**config.mk**
```make
export PLATFORM = sky130hd
export DESIGN_NAME = shift_unit_seq
export DESIGN_NICKNAME = d
export VERILOG_FILES = /design/src/rtl/shift_pkg.sv /design/src/rtl/shift_step.sv /design/src/rtl/shift_unit_seq.sv
export SDC_FILE = /design/constraint.sdc
export NUM_CORES = 1
export LEC_CHECK = 0
export ABC_AREA = 1
export CAP_MARGIN = 20
export CORE_MARGIN = 5
export CORE_UTILIZATION = 40
export DETAILED_ROUTE_END_ITERATION = 8
export SYNTH_ARGS = -nofsm -noshare
export SYNTH_HDL_FRONTEND = slang
export SYNTH_SLANG_ARGS = --single-unit
```
**constraint.sdc**
```tcl
create_clock -name clk -period 2.96 [get_ports clk]
set_input_delay 0.592 -clock clk [delete_from_list [all_inputs] [get_ports clk]]
set_output_delay 0.592 -clock clk [all_outputs]
set_load 0.01 [all_outputs]
```
**src/rtl/shift_pkg.sv**
```systemverilog
// Shared types and helpers for the sequential shift/rotate unit.
package shift_pkg;

  typedef enum logic [1:0] {
    ModeLsl = 2'b00,
    ModeLsr = 2'b01,
    ModeAsr = 2'b10,
    ModeRor = 2'b11
  } shift_mode_e;

  typedef enum logic [1:0] {
    StIdle  = 2'b00,
    StShift = 2'b01,
    StDone  = 2'b10
  } shift_state_e;

  function automatic int unsigned amt_width(input int unsigned width);
    return $clog2(width);
  endfunction

endpackage

```
**src/rtl/shift_step.sv**
```systemverilog
// Combinational single-bit shift/rotate step.
// Rotate is present only when SHIFT_ROTATE_EN is defined.
module shift_step
  import shift_pkg::*;
#(
  parameter int unsigned WIDTH = 8
) (
  input  logic [WIDTH-1:0] data,
  input  shift_mode_e      mode,
  output logic [WIDTH-1:0] next,
  output logic             bit_out
);

  always_comb begin
    next    = data;
    bit_out = 1'b0;
    case (mode)
      ModeLsl: begin
        next    = {data[WIDTH-2:0], 1'b0};
        bit_out = data[WIDTH-1];
      end
      ModeLsr: begin
        next    = {1'b0, data[WIDTH-1:1]};
        bit_out = data[0];
      end
      ModeAsr: begin
        next    = {data[WIDTH-1], data[WIDTH-1:1]};
        bit_out = data[0];
      end
`ifdef SHIFT_ROTATE_EN
      ModeRor: begin
        next    = {data[0], data[WIDTH-1:1]};
        bit_out = data[0];
      end
`endif
      default: ;
    endcase
  end

endmodule

```
**src/rtl/shift_unit_seq.sv**
```systemverilog
// Multi-cycle shift unit: one bit per clock under a start/busy/done handshake.
// Define SHIFT_ROTATE_EN to enable rotate-right on mode 11; otherwise mode 11 flags err.
module shift_unit_seq
  import shift_pkg::*;
#(
  parameter int unsigned WIDTH = 8,
  localparam int unsigned AW = amt_width(WIDTH)
) (
  input  logic             clk,
  input  logic             rst,
  input  logic             start,
  input  logic [WIDTH-1:0] ip,
  input  logic [AW-1:0]    amt,
  input  logic [1:0]       mode,
  output logic             busy,
  output logic             done,
  output logic [WIDTH-1:0] out,
  output logic             carry,
  output logic             err
);

`ifdef SHIFT_ROTATE_EN
  localparam bit RotateEn = 1'b1;
`else
  localparam bit RotateEn = 1'b0;
`endif

  shift_state_e     state_q;
  shift_mode_e      mode_q;
  logic [WIDTH-1:0] data_q;
  logic [AW-1:0]    cnt_q;
  logic             carry_w;

  logic [WIDTH-1:0] step_data;
  logic             step_bit;
  logic             skip_shift;

  shift_step #(
    .WIDTH(WIDTH)
  ) u_step (
    .data   (data_q),
    .mode   (mode_q),
    .next   (step_data),
    .bit_out(step_bit)
  );

  // Zero-amount requests and unsupported rotate bypass the shift phase entirely.
  assign skip_shift = (amt == '0) || (!RotateEn && (shift_mode_e'(mode) == ModeRor));

  always_ff @(posedge clk or posedge rst) begin
    if (rst) begin
      state_q <= StIdle;
      mode_q  <= ModeLsl;
      data_q  <= '0;
      cnt_q   <= '0;
      carry_w <= 1'b0;
      out     <= '0;
      carry   <= 1'b0;
      err     <= 1'b0;
      busy    <= 1'b0;
      done    <= 1'b0;
    end else begin
      done <= 1'b0;
      unique case (state_q)
        StIdle: begin
          if (start) begin
            data_q  <= ip;
            cnt_q   <= amt;
            mode_q  <= shift_mode_e'(mode);
            carry_w <= 1'b0;
            busy    <= 1'b1;
            state_q <= skip_shift ? StDone : StShift;
          end
        end
        StShift: begin
          data_q  <= step_data;
          carry_w <= step_bit;
          cnt_q   <= cnt_q - AW'(1);
          if (cnt_q == AW'(1)) state_q <= StDone;
        end
        StDone: begin
          out     <= data_q;
          carry   <= carry_w;
          err     <= !RotateEn && (mode_q == ModeRor);
          done    <= 1'b1;
          busy    <= 1'b0;
          state_q <= StIdle;
        end
        default: state_q <= StIdle;
      endcase
    end
  end

endmodule
```
Yosys cells after proc, flatten, opt, wreduce, memory -nomap -nowiden
Index checks and enable logic that the tools add are counted.

Add/sub/neg operators: 1. $mul: 0. Div/mod/pow operators: 0. $lt $le $gt $ge: 0. Equal/unequal tests: 12. Shift operators: 0. Mux-type cells: 15. Bitwise logic cells: 0. Reduce and logical (&&, ||, !) cells: 13.

Operators by type and width (number): 8-bit one-hot mux with 3 select lines (1); 8-bit one-hot mux with 2 select lines (1); 2-bit equality test (second input constant) (4); 8-bit two-way mux (1); 2-bit AND reduction (4); 2-bit two-way mux (3); 2-bit inequality test (second input constant) (3); 1-bit one-hot mux with 2 select lines (3); 3-bit one-hot mux with 2 select lines (1); 2-bit by 1-bit equality test with 1-bit output (second input constant) (2); 2-bit logical NOT (2); 4-bit by 1-bit inequality test with 1-bit output (second input constant) (1); 2-bit one-hot mux with 2 select lines (1); 4-bit AND reduction (1); 2-bit nonzero test (2); 3-bit by 1-bit equality test with 1-bit output (second input constant) (1); 3-bit logical NOT (1); 1-bit two-way mux (3); 3-bit two-way mux (1); 3-bit by 1-bit inequality test with 1-bit output (second input constant) (1); 3-bit AND reduction (1); 3-bit by 1-bit subtractor with 3-bit output (second input constant) (1); 2-bit OR reduction (1); 1-bit logical OR (1).

Flip-flop bits (word level): 28. Latch bits: 0. Bits in writable memories: 0. Bits in read-only memories: 0. Input bits: 16. Output and inout bits: 12. Logic and storage cells: 52. Memories kept: 0.

Depth between registers and ports, before layout
Gate-level depths: netlist of the first run.

Word-level depth: 5. Mapped depth: 10. Depth with buffers taken out: 9.

By module
A second synthesis of the first run with hierarchy kept.

Cell total of the unflattened synthesis: 225. Area total of the unflattened synthesis: 1585.3 um^2.

Modules (own cells, without submodules): shift_unit_seq (times used 1, cells each 170, area an instance 1300.0 um^2, sequential area each 700.7 um^2); shift_step (times used 1, cells each 55, area an instance 285.3 um^2, sequential area each 0.0 um^2).

Worst setup path after synthesis of the first run
Ideal clock, no wire load.

Path kind: reg2reg. Start point: register mode_q[0]. End point: register data_q[1]. Setup time: 117 ps. Arrival: 1369 ps. Required time: 2843 ps. Path slack: 1475 ps. Stages on the path, launching flop included: 11. Buffers on the path: 1. Period minus slack after synthesis: 1485 ps. Cells stage by stage: dfrtp_1 inv_1 ha_1 buf_2 clkinv_1 nand2_1 nand2_1 nor2_1 nor2_1 nand2_1 nand2_1.

Longest elaborated chain between the ends: 3. Elaborated cells between the ends (all ways): 7. Classes of those cells: 3 x eq/ne; 2 x mux; 2 x reduce/logical.

Ends and longest elaborated chain: from (decl) (RTL line shift_unit_seq.sv:29) `shift_mode_e mode_q;`; from (signal assigned) (RTL line shift_unit_seq.sv:53) `mode_q <= ModeLsl;`; from (signal assigned) (RTL line shift_unit_seq.sv:69) `mode_q <= shift_mode_e'(mode);`; 2-bit equality test (tied with other cells) (RTL line shift_step.sv:17) `case (mode)`; 8-bit one-hot mux with 3 select lines or 4-bit by 1-bit inequality test with 1-bit output (tied branches); 8-bit one-hot mux with 2 select lines or 3-bit AND reduction (tied branches); to (signal assigned) (RTL line shift_unit_seq.sv:67) `data_q <= ip;`; to (signal assigned) (RTL line shift_unit_seq.sv:76) `data_q <= step_data;`; to (decl) (RTL line shift_unit_seq.sv:30) `logic [WIDTH-1:0] data_q;`.

Parallel ways exist; a longest one is shown, timed or not. A chain may end at the register's enable or synchronous reset.

Worst setup path after layout of the first run
Start point: register mode_q[0]. End point: register data_q[0].

Same word-level chain as after synthesis.

==> results, run 1 <==
- The run finished with clean final reports.
- After synthesis, the cell types taking the most area are sky130_fd_sc_hd__dfrtp_1 46%, sky130_fd_sc_hd__nand2_1 21%, sky130_fd_sc_hd__nor2_1 6.5%.
- The die area is 0.00510 mm2.
- In this run the worst path has a maximum fanout of 10.
- The pin count of the biggest net entering global routing is 29.
- The final critical path takes up 60.2% of the cycle.
- In this run the worst hold path is classified as flop to flop.
- After clock tree synthesis, the clock-pin slew on the worst setup and hold paths is 0.09 ns.
- The final-layout fill cell count is 371.
- The clock root buffer is sky130_fd_sc_hd__clkbuf_8.
- The final antenna diode count is 0.
- The starting density of the core is 41.2%.
- The library cell used most frequently in the layout, excluding fill and tap cells, is sky130_fd_sc_hd__nand2_1.
- After detailed routing, the average wire length per cell comes to 11.1 um.
- Clock skew on the completed layout was measured at 0.00179 ns.
- Of all cell types, the one taking the most synthesized area is sky130_fd_sc_hd__dfrtp_1.
- The fmax is 561 MHz.
- The final layout net count is 254.
- The number of hold violations in the final report is 0.
- The clock latency reported for the late side of the worst-skew pair is 0.27 ns.
- The leakage power is 0.947 nW.
- Internal power comes to 1.07 mW.
- Across the VDD grid, the largest voltage drop is 0.000351 V.
- The post-detailed-route via-to-cell ratio is 4.61.
- After technology mapping, the gate count stands at 203.
- Per report_power, the combinational group accounts for 52.6% of the total.
- The number of ports placed on the die boundary is 28.
- The max-slew violation count is 0.
- TritonCTS created 3 clock buffers.
- The tree built by TritonCTS fans out to 28 sinks.
- Summed over all layers, the global routing overflow is 0.
- After routing, the total negative slack on setup checks comes to 0 ns.
- The post-route cell area is 0.00187 mm2.
- The distinct cell type count of the synthesized netlist is 22.
- The first-pass GRT wire length is 5350 um.
- The number of nets with antenna violations after detailed routing is 0.
- At the pin with the least slew margin, the transition time is 0.450 ns.
- The mapped netlist covers 0.00151 mm2.
- The final number of setup-violating endpoints is 0.
- The floorplan has 22 rows.
- The total nets after synthesis is 225.
- The sequential area share after synthesis is 46.5%.
- The clock passes through at most 2 buffers.
- The signed area change from the synthesized netlist to the final layout is 23.7%.
- The type of origin of the critical path is a flop.
- Once the clock tree was built, the resizer swapped 0 gates to a different size.
- The time the final worst path needs with I/O delays and setup is 1.78 ns.
- The power density over the cells is 1040 mW/mm2.
- The switching part of the total is 45.0%.
- TritonCTS built the clock tree.
- The share of total power dissipated in sequential elements is 35.1%.
- Setup repair after global routing left no endpoint under its margin.
- The post-cts hold buffer count is 0.
- The half-perimeter wire length after placement is 2260 um.
- Global routing used 13.2% of the available tracks across all layers.
- The congestion estimate from routability-driven global placement came to 0.772.
- The die span in x is 71.4 um.
- The number of global-route vias before repair is 1193.
- Yosys printed 0 warnings.
- The post-detailed-placement cell area is 0.00181 mm2.
- The fraction of layout instances using a drive strength above 1 is 6.49%.
- The switching power summed over all nets is 876 uW.
- The detailed router finished its first iteration with 60 violations.
- The H-tree depth is 1.
- From bottom edge to top edge, the die measures 71.4 um.
- The clock network fraction of design power is 12.3%.
- The tool flagged a number of max-cap violations equal to 0.
- The number of search-and-repair iterations in the first detailed-routing pass is 4.
- The count of buffers added on input and output ports is 27.
- The post-synthesis average cell area is 7.43 um2.
- Buffers added to address setup during post-CTS repair amount to 0.
- The synthesized design devotes to its leading area cell type 46.5% of total area.
- After detailed routing, the number of remaining DRC violations is 0.
- The area of the core region is 0.00366 mm2.
- The count of vias placed by the detailed router is 1287.
- The total routed wirelength is 3100 um.
- Leaving out fill and tap cells, the most frequent cells in the layout are 86 x sky130_fd_sc_hd__nand2_1, 28 x sky130_fd_sc_hd__dfrtp_1, 27 x sky130_fd_sc_hd__clkdlybuf4s50_1.
- The class of the most critical setup path is flop to flop.
- Data on the critical path is required at its endpoint by 3.14 ns.
- STA classifies the critical path endpoint as a flop.
- The initial antenna violation count came to 0.
- Counting flops and latches in the post-synthesis netlist gives 28.
- Measured against its own limit, the worst slew margin works out to 69.9%.
- The critical path arrival is 1.96 ns.
-- flip-flops by register name, summed over array words and instances, names as in the netlist --
register  flops
data_q        8
mode_q        2
busy          1
out           8
carry_w       1
state_q       2
cnt_q         3
done          1
err           1
carry         1
-- cell usage after synthesis --
library cell,instances
sky130_fd_sc_hd__nor2_8,1
sky130_fd_sc_hd__nand2_2,1
sky130_fd_sc_hd__o211ai_1,1
sky130_fd_sc_hd__ha_1,6
sky130_fd_sc_hd__o21ai_1,3
sky130_fd_sc_hd__o22ai_1,1
sky130_fd_sc_hd__dfrtp_1,28
sky130_fd_sc_hd__nor2_1,26
sky130_fd_sc_hd__or2_2,1
sky130_fd_sc_hd__buf_4,1
sky130_fd_sc_hd__nor3_1,1
sky130_fd_sc_hd__nor2_2,1
sky130_fd_sc_hd__nand3b_1,1
sky130_fd_sc_hd__clkinv_1,1
sky130_fd_sc_hd__buf_6,2
sky130_fd_sc_hd__nor2_4,2
sky130_fd_sc_hd__nand3_1,6
sky130_fd_sc_hd__nand2_1,86
sky130_fd_sc_hd__inv_2,4
sky130_fd_sc_hd__inv_1,16
sky130_fd_sc_hd__buf_2,1
sky130_fd_sc_hd__o21ai_0,13
-- metrics by stage --
stage	setup WS (ns)	cells	util (%)	power, mW	hold slack [ns]
after detailed placement	0.993	275	49.5	1.74	0.458
after CTS	1.15	279	51.0	1.98	0.483
final	1.18	279	51.0	1.95	0.475
after floorplan	1.47	203	-	1.44	0.449
after global routing	0.971	279	51.0	2.17	0.517
after global placement	1.04	275	49.5	1.72	0.452
-- area by class of cell --
class	count	area (um2)	share of cell area, %
inverters	21	78.8	4.23
well taps	48	60.1	3.22
flip-flops and latches	28	701	37.6
repair buffers	28	278	14.9
clock buffers	4	55.1	2.95
multi-input cells	150	693	37.2
-- power by group through the flow --
stage                     combinational, mW  clock (mW)  sequential (mW)
after global placement                 1.03           0            0.690
after detailed placement               1.04           0            0.696
after global routing                   1.20       0.264            0.711
final                                  1.03       0.239            0.685
after CTS                              1.05       0.247            0.688
after floorplan                       0.738           0            0.700
-- cells by family (layout without fill, tap and decap cells) --
logic type      after synthesis  after routing  synth area share [%]
fa+ha+maj                     6              6                  4.98
compound gates               18             18                  6.22
simple gates                126            126                  34.8
buf+inv                      25             53                  7.55
flops                        28             28                  46.5
-- worst max-delay path: stages, from the launching register on --
cell and delay (ns):
sky130_fd_sc_hd__dfrtp_1 0.42, sky130_fd_sc_hd__inv_1 0.08, sky130_fd_sc_hd__ha_1 0.42, sky130_fd_sc_hd__clkinv_1 0.31, sky130_fd_sc_hd__nand3_1 0.19, sky130_fd_sc_hd__nand2_2 0.13, sky130_fd_sc_hd__nand2_1 0.08, sky130_fd_sc_hd__nand2_1 0.05
-- path summary, 6_finish.rpt --
check                       endpoint  cells past startpoint      start  slack (ns)
min                           out[5]                      2     out[5]        0.47
min in group asynchronous     out[1]                      3        rst        0.68
min reg2reg                   out[5]                      2     out[5]        0.47
max                        data_q[0]                      7  mode_q[0]        1.18
max reg2reg                data_q[0]                      7  mode_q[0]        1.18
max in group asynchronous    carry_w                      3        rst        2.02
-- layer usage --
| metal | part of all wire [%] | up-vias | wire (um) | track usage [%] |
|---|---|---|---|---|
| li1 | - | 678 | - | - |
| met5 | 0 | - | 0 | 0 |
| met2 | 45 | 27 | 1400 | 21.4 |
| met1 | 48 | 577 | 1500 | 17.2 |
| met3 | 4.5 | 5 | 139 | 2.24 |
| met4 | 2.0 | 0 | 61 | 6.26 |
No activity file was read; power rests on OpenSTA's default activity.
==> inputs of run 2 (changes only) <==
==> constraint.sdc (replaced) <==
create_clock -name clk -period 1.8 [get_ports clk]
set_input_delay 0.36 -clock clk [delete_from_list [all_inputs] [get_ports clk]]
set_output_delay 0.36 -clock clk [all_outputs]
set_load 0.01 [all_outputs]
==> results, run 2 (synthesis results as in run 1) <==
- The pin count of the biggest net entering global routing is 29 (unchanged).
- The final number of setup-violating endpoints came to 0 (unchanged).
- The clock root buffer is sky130_fd_sc_hd__clkbuf_8.
- The library cell used most frequently in the layout, excluding fill and tap cells, is sky130_fd_sc_hd__nand2_1.
- The worst hold path class is primary input to asynchronous set/reset pin.
- The placer's final routability congestion estimate is 0.730 (-5.4%).
- The violation count after the first detailed-routing iteration is 86 (+43%).
- The cell count of the worst reg-to-reg path came to 7 (unchanged).
- The count of vias placed by the detailed router is 1262 (-1.9%).
- The time the final worst path needs with I/O delays and setup was 1.59 ns (-0.189 ns).
- The average wire per cell in the routed design came to 11.1 um (+0.19%).
- The startpoint identified for the worst register-to-register timing path is mode_q[0].
- The power consumption came to 3.24 mW (+66%).
- The run finished with clean final reports.
- The leakage power came to 0.953 nW (+0.58%).
- The count of buffering cells on the critical path with inverters included came to 2 (unchanged).
- The number of port buffers is 27 (unchanged).
- The number of buffers added by the clock tree synthesis step came to 3 (unchanged).
- The signal on the critical path passes through inv_1, ha_1, buf_4, nor3_1, nor2_2, nand2_1, nand2_1.
- The starting density of the core came to 41.2% (unchanged).
- The final antenna diode count is 0 (unchanged).
- The power share of the sequential group was 35.1% (about the same).
- The half-perimeter wire length after placement is 2260 um (+0.39%).
- The number of hold violations in the final report is 0 (unchanged).
- The clock transition at the registers of the reported paths is 0.09 ns (about the same).
- The final worst clock skew is 0.00432 ns (+0.00253 ns).
- The largest incremental delay on the critical path came to 0.42 ns (about the same).
- The initial antenna violation count was 0 (unchanged).
- The quantity of gates resized following cts is 0 (unchanged).
- The fraction of the cycle the final worst path needs is 88.5% (+28 points).
- The power density over the cells is 1730 mW/mm2 (+65%).
- The biggest fanout along the worst timing path is 7 (-3).
- The clock network fraction of design power was 10.4% (-1.9 points).
- The total negative slack was 0 ns (unchanged).
- The floorplan row count is 22 (unchanged).
- The worst-case clock buffer depth is 2 (unchanged).
- The cell type of the slowest stage on the worst timing path is sky130_fd_sc_hd__dfrtp_1.
- The post-cts hold buffer count is 0 (unchanged).
- The switching power summed over all nets came to 1.47 mW (+67%).
- The overall fraction of global-route tracks in use came to 13.1% (-0.13 points).
- The post-CTS setup buffer count was 0 (unchanged).
- The worst hold slack is 0.452 ns (-0.0225 ns).
- The type of origin of the critical path is a flop.
- Setup repair after global routing left no endpoint under its margin.
- The critical path arrival is 1.76 ns (-0.20 ns).
- The total routed wirelength is 3130 um (+0.90%).
- The fraction of layout instances using a drive strength above 1 is 7.73% (+1.2 points).
- The area of the core region is 0.00366 mm2 (unchanged).
- The total stage count of the critical path is 7 (unchanged).
- The number of search-and-repair iterations in the first detailed-routing pass is 4 (unchanged).
- The post-detailed-route via-to-cell ratio is 4.49 (-2.6%).
- The class of the most critical setup path is flop to flop.
- The largest delay contributor family on the critical path is simple AND/OR/NAND/NOR gates.
- The total clock sinks is 28 (unchanged).
- The die span in x is 71.4 um (unchanged).
- The die extent in y came to 71.4 um (unchanged).
- The clock tree from TritonCTS is yes.
- The number of ports placed on the die boundary is 28 (unchanged).
- The max-slew violation count is 0 (unchanged).
- The library cells used most frequently in the layout, excluding fill and tap cells, are 86 x sky130_fd_sc_hd__nand2_1, 28 x sky130_fd_sc_hd__dfrtp_1, 27 x sky130_fd_sc_hd__clkdlybuf4s50_1.
- The fmax is 628 MHz (+12%).
- The final layout net count is 257 (+1.2%).
- The peak ir drop on the vdd network is 0.000770 V (+120%).
- The clock latency reported for the late side of the worst-skew pair is 0.27 ns (about the same).
- The number of nets with antenna violations after detailed routing is 0 (unchanged).
- The slew of the pin with the lowest slew margin came to 0.368 ns (-0.0821 ns).
- The logic gate share of total power came to 54.5% (+1.9 points).
- The number of global-route vias before repair came to 1177 (-1.3%).
- The DRC violation count after routing is 0 (unchanged).
- The leftover overflow at the end of global routing came to 0 (unchanged).
- The max capacitance violation total was 0 (unchanged).
- The worst-case headroom to the max-slew limit was 75.4% (+5.5 points).
- The area growth from synthesis to layout is 24.6%.
- The die area was 0.00510 mm2 (unchanged).
- The H-tree depth is 1 (unchanged).
- The first-pass GRT wire length is 5430 um (+1.6%).
- In this design, the critical path's most frequently occurring cell is sky130_fd_sc_hd__nand2_1.
- The internal power contribution is 1.77 mW (+65%).
- The switching part of the total was 45.2% (+0.26 points).
- The worst setup path is captured at a flop.
- The required time at the endpoint of the critical path is 1.97 ns (-1.17 ns).
- The critical path starts at mode_q[0].
- The largest registers in the layout are data_q: 8 flops, out: 8 flops, cnt_q: 3 flops.
-- run 2: changes by cell type in the layout (fill, tap and decap cells not counted) --
cell                         before  now
sky130_fd_sc_hd__clkinv_1         1    0
sky130_fd_sc_hd__clkinvlp_4       0    1
sky130_fd_sc_hd__clkbuf_8         4    3
sky130_fd_sc_hd__buf_4            1    4
-- run 2: power by group through the flow --
stage / clock, mW / combinational [mW] / sequential, mW
after CTS: 0.344 / 1.78 / 1.14
after global placement: 0 / 1.76 / 1.14
after floorplan: 0 / 1.21 / 1.15
after global routing: 0.375 / 2.03 / 1.18
after detailed placement: 0 / 1.77 / 1.15
final: 0.338 / 1.77 / 1.14
-- run 2: path summary, 6_finish.rpt --
check	endpoint	slack, ns
worst max-delay path	data_q[1]	0.21
worst min-delay path	err	0.45
worst max register to register	data_q[1]	0.21
worst min register to register	out[5]	0.47
max in group asynchronous	out[5]	1.08
min in group clk	out[5]	0.47
-- run 2: final cells by class --
cell class / count / area (um2)
clock buffers: 3 / 41.3
fillers: 386 / 1780
inverters: 21 / 82.6
multi-input cells: 150 / 693
flip-flops and latches: 28 / 701
well taps: 48 / 60.1
repair buffers: 31 / 300
-- run 2: stage by stage --
stage	worst slack [ns]	utilization (%)	instances	area, um2
after global routing	0.0550	51.3	281	1880
after detailed placement	0.110	50.1	278	1830
after CTS	0.178	51.2	281	1870
after floorplan	0.315	-	203	1510
after global placement	0.178	50.1	278	1830
final	0.207	51.3	281	1880
-- run 2: layer usage --
layer  share of wire [%]  GRT usage [%]
met4                0.93           3.76
met1                  49           18.4
met5                   0              0
met3                 4.4           1.82
met2                  46           21.0
-- run 2: worst reg2reg max path, stage by stage, from the launching register on --
cell,delay [ns]
sky130_fd_sc_hd__dfrtp_1,0.42
sky130_fd_sc_hd__inv_1,0.08
sky130_fd_sc_hd__ha_1,0.34
sky130_fd_sc_hd__buf_4,0.18
sky130_fd_sc_hd__nor3_1,0.22
sky130_fd_sc_hd__nor2_2,0.13
sky130_fd_sc_hd__nand2_1,0.09
sky130_fd_sc_hd__nand2_1,0.05
==> inputs of run 3 (changes only) <==
--- a/config.mk
+++ b/config.mk
@@ -10,6 +10,9 @@
 export CORE_MARGIN = 5
 export CORE_UTILIZATION = 40
 export DETAILED_ROUTE_END_ITERATION = 8
+export PLACE_DENSITY_LB_ADDON = 0.05
+export REMOVE_ABC_BUFFERS = 1
+export SLEW_MARGIN = 20
 export SYNTH_ARGS = -nofsm -noshare
 export SYNTH_HDL_FRONTEND = slang
 export SYNTH_SLANG_ARGS = --single-unit
==> results, run 3 (synthesis results as in run 1) <==
- The die extent in y is 71.4 um (unchanged).
- The number of search-and-repair iterations in the first detailed-routing pass is 4 (unchanged).
- The top cell types in the final layout, fill and taps aside, are 86 x sky130_fd_sc_hd__nand2_1, 28 x sky130_fd_sc_hd__dfrtp_1, 27 x sky130_fd_sc_hd__clkdlybuf4s50_1.
- The clock transition at the registers of the reported paths came to 0.09 ns (about the same).
- The die span in x came to 71.4 um (unchanged).
- The signed area change from the synthesized netlist to the final layout is 25.7%.
- The leftover overflow at the end of global routing was 0 (unchanged).
- The number of nets with antenna violations after detailed routing came to 0 (unchanged).
- The overall fraction of global-route tracks in use came to 13.4% (+0.31 points).
- The final number of setup-violating endpoints is 0 (unchanged).
- The type of origin of the critical path is a flop.
- The worst flop-to-flop path startpoint is mode_q[0].
- The logic gate share of total power is 54.5% (about the same).
- The die area is 0.00510 mm2 (unchanged).
- The DRC violation count after routing was 0 (unchanged).
- The power consumption was 3.33 mW (+2.9%).
- The worst setup path is of the flop to flop kind.
- The total clock sinks came to 28 (unchanged).
- The number of ports placed on the die boundary is 28 (unchanged).
- The first-pass GRT wire length came to 5590 um (+2.9%).
- The worst-case headroom to the max-slew limit was 74.9% (-0.53 points).
- The pin count of the biggest net entering global routing is 29 (unchanged).
- The required time at the endpoint of the critical path is 1.97 ns (about the same).
- Setup repair after global routing left no endpoint under its margin.
- The largest registers in the layout are data_q: 8 flops, out: 8 flops, cnt_q: 3 flops.
- The floorplan row count is 22 (unchanged).
- The quantity of gates resized following cts was 0 (unchanged).
- The final antenna diode count was 0 (unchanged).
- The post-CTS setup buffer count is 0 (unchanged).
- The number of port buffers was 27 (unchanged).
- The violation count after the first detailed-routing iteration came to 70 (-19%).
- The switching power summed over all nets came to 1.48 mW (+0.81%).
- The library cell used most frequently in the layout, excluding fill and tap cells, is sky130_fd_sc_hd__nand2_1.
- The starting density of the core was 41.2% (unchanged).
- The average wire per cell in the routed design is 11.2 um (+0.66%).
- The worst hold slack was 0.455 ns (+0.00271 ns).
- The final layout net count is 258 (+0.39%).
- The count of vias placed by the detailed router came to 1305 (+3.4%).
- The leakage power came to 0.966 nW (+1.4%).
- The power density over the cells came to 1760 mW/mm2 (+2.0%).
- The worst hold path class is primary input to asynchronous set/reset pin.
- The worst-case clock buffer depth was 2 (unchanged).
- The run finished with clean final reports.
- The critical path arrival is 1.71 ns (-0.05 ns).
- The cell count of the worst reg-to-reg path is 7 (unchanged).
- The total negative slack came to 0 ns (unchanged).
- The time the final worst path needs with I/O delays and setup is 1.54 ns (-0.0562 ns).
- The clock tree from TritonCTS is yes.
- The number of global-route vias before repair was 1285 (+9.2%).
- The setup slack at placement is 0.0167 ns (-0.0938 ns).
- The clock latency reported for the late side of the worst-skew pair is 0.27 ns (about the same).
- The peak ir drop on the vdd network came to 0.000665 V (-14%).
- STA classifies the critical path endpoint as a flop.
- The number of buffers added by the clock tree synthesis step was 3 (unchanged).
- The post-cts hold buffer count is 0 (unchanged).
- The post-layout worst setup margin came to 0.263 ns (+0.0562 ns).
- The half-perimeter wire length after placement was 2380 um (+5.0%).
- The clock network fraction of design power was 11.4% (+1.0 points).
- The biggest fanout along the worst timing path is 7 (unchanged).
- The power share of the sequential group is 34.1% (-1.0 points).
- The area of the core region is 0.00366 mm2 (unchanged).
- The max capacitance violation total is 0 (unchanged).
- The post-detailed-route via-to-cell ratio is 4.61 (+2.7%).
- The switching part of the total is 44.3% (-0.92 points).
- The fraction of the cycle the final worst path needs is 85.4% (-3.1 points).
- The max-slew violation count was 0 (unchanged).
- The slew of the pin with the lowest slew margin came to 0.376 ns (+0.00787 ns).
- The internal power contribution is 1.86 mW (+4.6%).
- The fraction of layout instances using a drive strength above 1 was 8.09% (+0.36 points).
- The tree is rooted in a sky130_fd_sc_hd__clkbuf_8.
- The number of hold violations in the final report is 0 (unchanged).
- The final worst clock skew is 0.00240 ns (-0.00192 ns).
- The H-tree depth is 1 (unchanged).
- The placer's final routability congestion estimate was 0.767 (+5.1%).
- The fmax came to 651 MHz (+3.7%).
- The total routed wirelength is 3170 um (+1.4%).
- The worst register-to-register path ends at data_q[2].
- The slack of the worst reg-to-reg path is 0.26 ns (+0.06 ns).
- The initial antenna violation count is 0 (unchanged).
==> run 3: changes by cell type in the layout (fill, tap and decap cells not counted) <==
cell                         change
sky130_fd_sc_hd__buf_4           +1
sky130_fd_sc_hd__clkbuf_8        +1
sky130_fd_sc_hd__clkinv_1        +1
sky130_fd_sc_hd__clkinvlp_4      -1
==> run 3: how the worst max path moves through the flow <==
stage | start | to | slack (ns)
floorplan | mode_q[0] | data_q[1] | 0.31
finish | mode_q[0] | data_q[2] | 0.26
global route | mode_q[0] | data_q[3] | 0.13
detailed placement | start | data_q[7] | 0.02
CTS | out[2] | out[2] | 0.25
global placement | start | data_q[7] | 0.10
==> run 3: critical path: stages (launching register included) <==
cell                      delay (ns)
sky130_fd_sc_hd__dfrtp_1        0.42
sky130_fd_sc_hd__inv_1          0.08
sky130_fd_sc_hd__ha_1           0.31
sky130_fd_sc_hd__buf_4          0.17
sky130_fd_sc_hd__nor3_1         0.21
sky130_fd_sc_hd__nor2_2         0.12
sky130_fd_sc_hd__nand2_1        0.08
sky130_fd_sc_hd__nand2_1        0.05
==> run 3: area by class of cell <==
class	instances	area, um2
Fill cell	365	1770
Sequential cell	28	701
Multi-Input combinational cell	150	693
Timing Repair Buffer	32	308
Inverter	21	78.8
Tap cell	48	60.1
Clock buffer	4	55.1
==> run 3: power by group through the flow <==
| stage | Clock [mW] | Sequential [mW] | Combinational, mW |
|---|---|---|---|
| finish | 0.381 | 1.14 | 1.82 |
| global placement | 0 | 1.13 | 1.81 |
| floorplan | 0 | 1.15 | 1.14 |
| CTS | 0.398 | 1.13 | 1.85 |
| global route | 0.415 | 1.18 | 2.12 |
| detailed placement | 0 | 1.15 | 1.84 |
==> run 3: metrics by stage <==
stage | util, % | cells | instance area [um2]
after global routing | 51.8 | 283 | 1900
final | 51.8 | 283 | 1900
after detailed placement | 50.3 | 279 | 1840
after floorplan | - | 199 | 1470
after CTS | 51.8 | 283 | 1900
after global placement | 50.3 | 279 | 1840
==> run 3: metal layers <==
layer | track usage, % | vias up | share of wire [%]
met5 | 0 | - | 0
met1 | 18.8 | 591 | 50
met4 | 3.76 | 0 | 0.85
met2 | 21.4 | 25 | 45
li1 | - | 685 | -
met3 | 2.24 | 4 | 4.1
==> edit: new RTL, config.mk and constraints of run 2 <==
Make the reset (`rst`) synchronous in one clocked block.
--- a/src/rtl/shift_unit_seq.sv
+++ b/src/rtl/shift_unit_seq.sv
@@ -47,7 +47,7 @@
   // Zero-amount requests and unsupported rotate bypass the shift phase entirely.
   assign skip_shift = (amt == '0) || (!RotateEn && (shift_mode_e'(mode) == ModeRor));
 
-  always_ff @(posedge clk or posedge rst) begin
+  always_ff @(posedge clk) begin
     if (rst) begin
       state_q <= StIdle;
       mode_q  <= ModeLsl;
Function: differs if rst is asserted again (counterexample within 4 cycles, from zero or initial values and one cycle with rst high); with rst held inactive, the same outputs for 10 cycles.
==> edit against run 2 <==
Worst setup slack improved by 0.0082 ns; first-iteration DRC count decreased by 13%; area after synthesis is 4.2% lower; cell area down 4.7%; wire length is 4.5% higher; sequential cell count stayed put; critical path type is now flop to primary output; largest cell class is now multi-input combinational cells.
Power is not compared: it rests on default switching activity, and its combinational part moved more than twofold at a synthesized area within 25%.
==> edit: results (changes against run 2) <==
The source-to-sink clock delay at the later pin of the worst-skew pair was 0.32 ns (+0.05 ns). The run gives 730.7 um2 (+5.4%) as the area occupied by multi-input gates. The register area is 560.5 um2 (-20%), and the first-pass GRT wire length is 5.809 mm (+7.0%).

The fraction of registers with async set/reset is 0% (-100 points). The run gives 20 (-31%) as the largest net degree at the start of global routing. The fraction of layout cells with a size suffix above 1 came out at 7.692% (-0.033 points). The max-slew headroom at the worst pin came out at 66.91% (-8.5 points). The inverter count of the layout excluding clock inverters is 30 (+43%). The clock network contribution to total cell area was 2.027% (-0.17 points); the clock buffer count in the final layout was 4 (+1). Sequential cells account for 48.6% of the total power. In this run the critical register-to-register path is launched from mode_q[0]. Mean routed wirelength per cell: 11.15 um (+0.26%).

The commonest cells after synthesis are nand2_1, nor2_1, dfxtp_1. For the maximum ir drop on the vdd rail, the log shows 0.0005035 V. The worst register-to-register path ends at data_q[1]. The run gives 0.09107 ns (-0.01934 ns) as the placement-stage worst setup slack. The buffer levels on the longest clock path was 2 (unchanged). Sorting the synthesized cells by area gives the leading types as dfxtp_1, nand2_1, nor2_1.

The biggest fanout along the worst timing path was 2 (-5); the count of unique library cells instantiated by Yosys was 22 (unchanged). In this run the worst setup path begins at carry. The tools report the final clock skew as 0.001949 ns (-0.002370 ns). The tools report the root buffer selected by CTS as clkbuf_4. The share of final layout cell area taken by non-clock buffers works out to 16.35% (+0.36 points). Maximum single-stage delay on the critical path: 0.54 ns (+0.12 ns). For the overall track demand over capacity in global routing, the log shows 14.16% (+1.1 points).

The path depth of the worst reg2reg path is 11 (+4), and the post-route fraction of the period consumed by the critical path is 88.06% (-0.46 points). The overall via count from detail_route is 1346 (+6.7%), and the net count after synthesis is 242 (+7.6%). On the critical path, the stage with the largest delay is an instance of clkdlybuf4s50_1. Placed wire-length estimate: 2.429 mm (+7.2%). The tools report the layout multi-input combinational cell count as 155 (+3.3%). The startpoint identified for the worst hold timing path is carry_w. The run gives 366 (-5.2%) as the number of fill cells. In the final layout, the registers with the most flip-flops are data_q x8, out x8, cnt_q x3. The count of non-CTS buffers in the layout works out to 30 (-3.2%).

Kind of cell adding the most delay to the critical path: buffers and inverters. The logs give 1.23 ns (-0.53 ns) for the arrival time reported for the critical path endpoint and 38.82% (-7.7 points) for the sequential area share after synthesis. The count of yosys warnings during synthesis is 0 (unchanged), and the violation count after the first detailed-routing iteration is 75 (-13%). The flow ran to the end, and the final reports show no timing, DRC or antenna violations. Internal reg-to-reg setup slack: 0.26 ns (+0.05 ns). The run gives 270 (+5.1%) as the net count reported at finish. The biggest area consumer among cell classes was multi-input combinational cells. The path with the worst hold slack has its endpoint at carry_w.

The tools report the worst setup path endpoint as carry. Clock transition at the registers of the reported paths: 0.15 ns (+0.06 ns). In this run the worst hold path is classified as flop to flop.

The run gives 0.7454 (+2.1%) as the final weighted congestion in routability-driven placement.
## edit: cell families (layout without fill, tap and decap cells)
family	count (synthesis)	after routing	share of synthesized area (%)
flip-flops	28	28	38.82
AND/OR/NAND/NOR	111	111	31.89
buffers and inverters	37	64	10.57
adder cells (fa/ha/maj)	6	6	5.199
AO/OA/AOI/OAI	38	38	13.52
## edit: stage by stage
stage	hold slack (ns)	util, %	instances	total power (uW)	area (um2)
after floorplan	0.4291	-	220	1043	1444
after global placement	0.4648	51.36	289	1197	1754
after detailed placement	0.4687	51.36	289	1197	1754
after CTS	0.4896	52.42	293	1501	1790
after global routing	0.5263	52.42	293	1598	1790
final	0.4873	52.42	293	1487	1790
## edit: per-layer routing
layer	part of all wire, %	global-route usage (%)	wire, um
met5	0	0	0
met4	0.95	3.191	31
met3	3.7	2.869	120
met2	42	20.36	1356
met1	54	21.50	1759
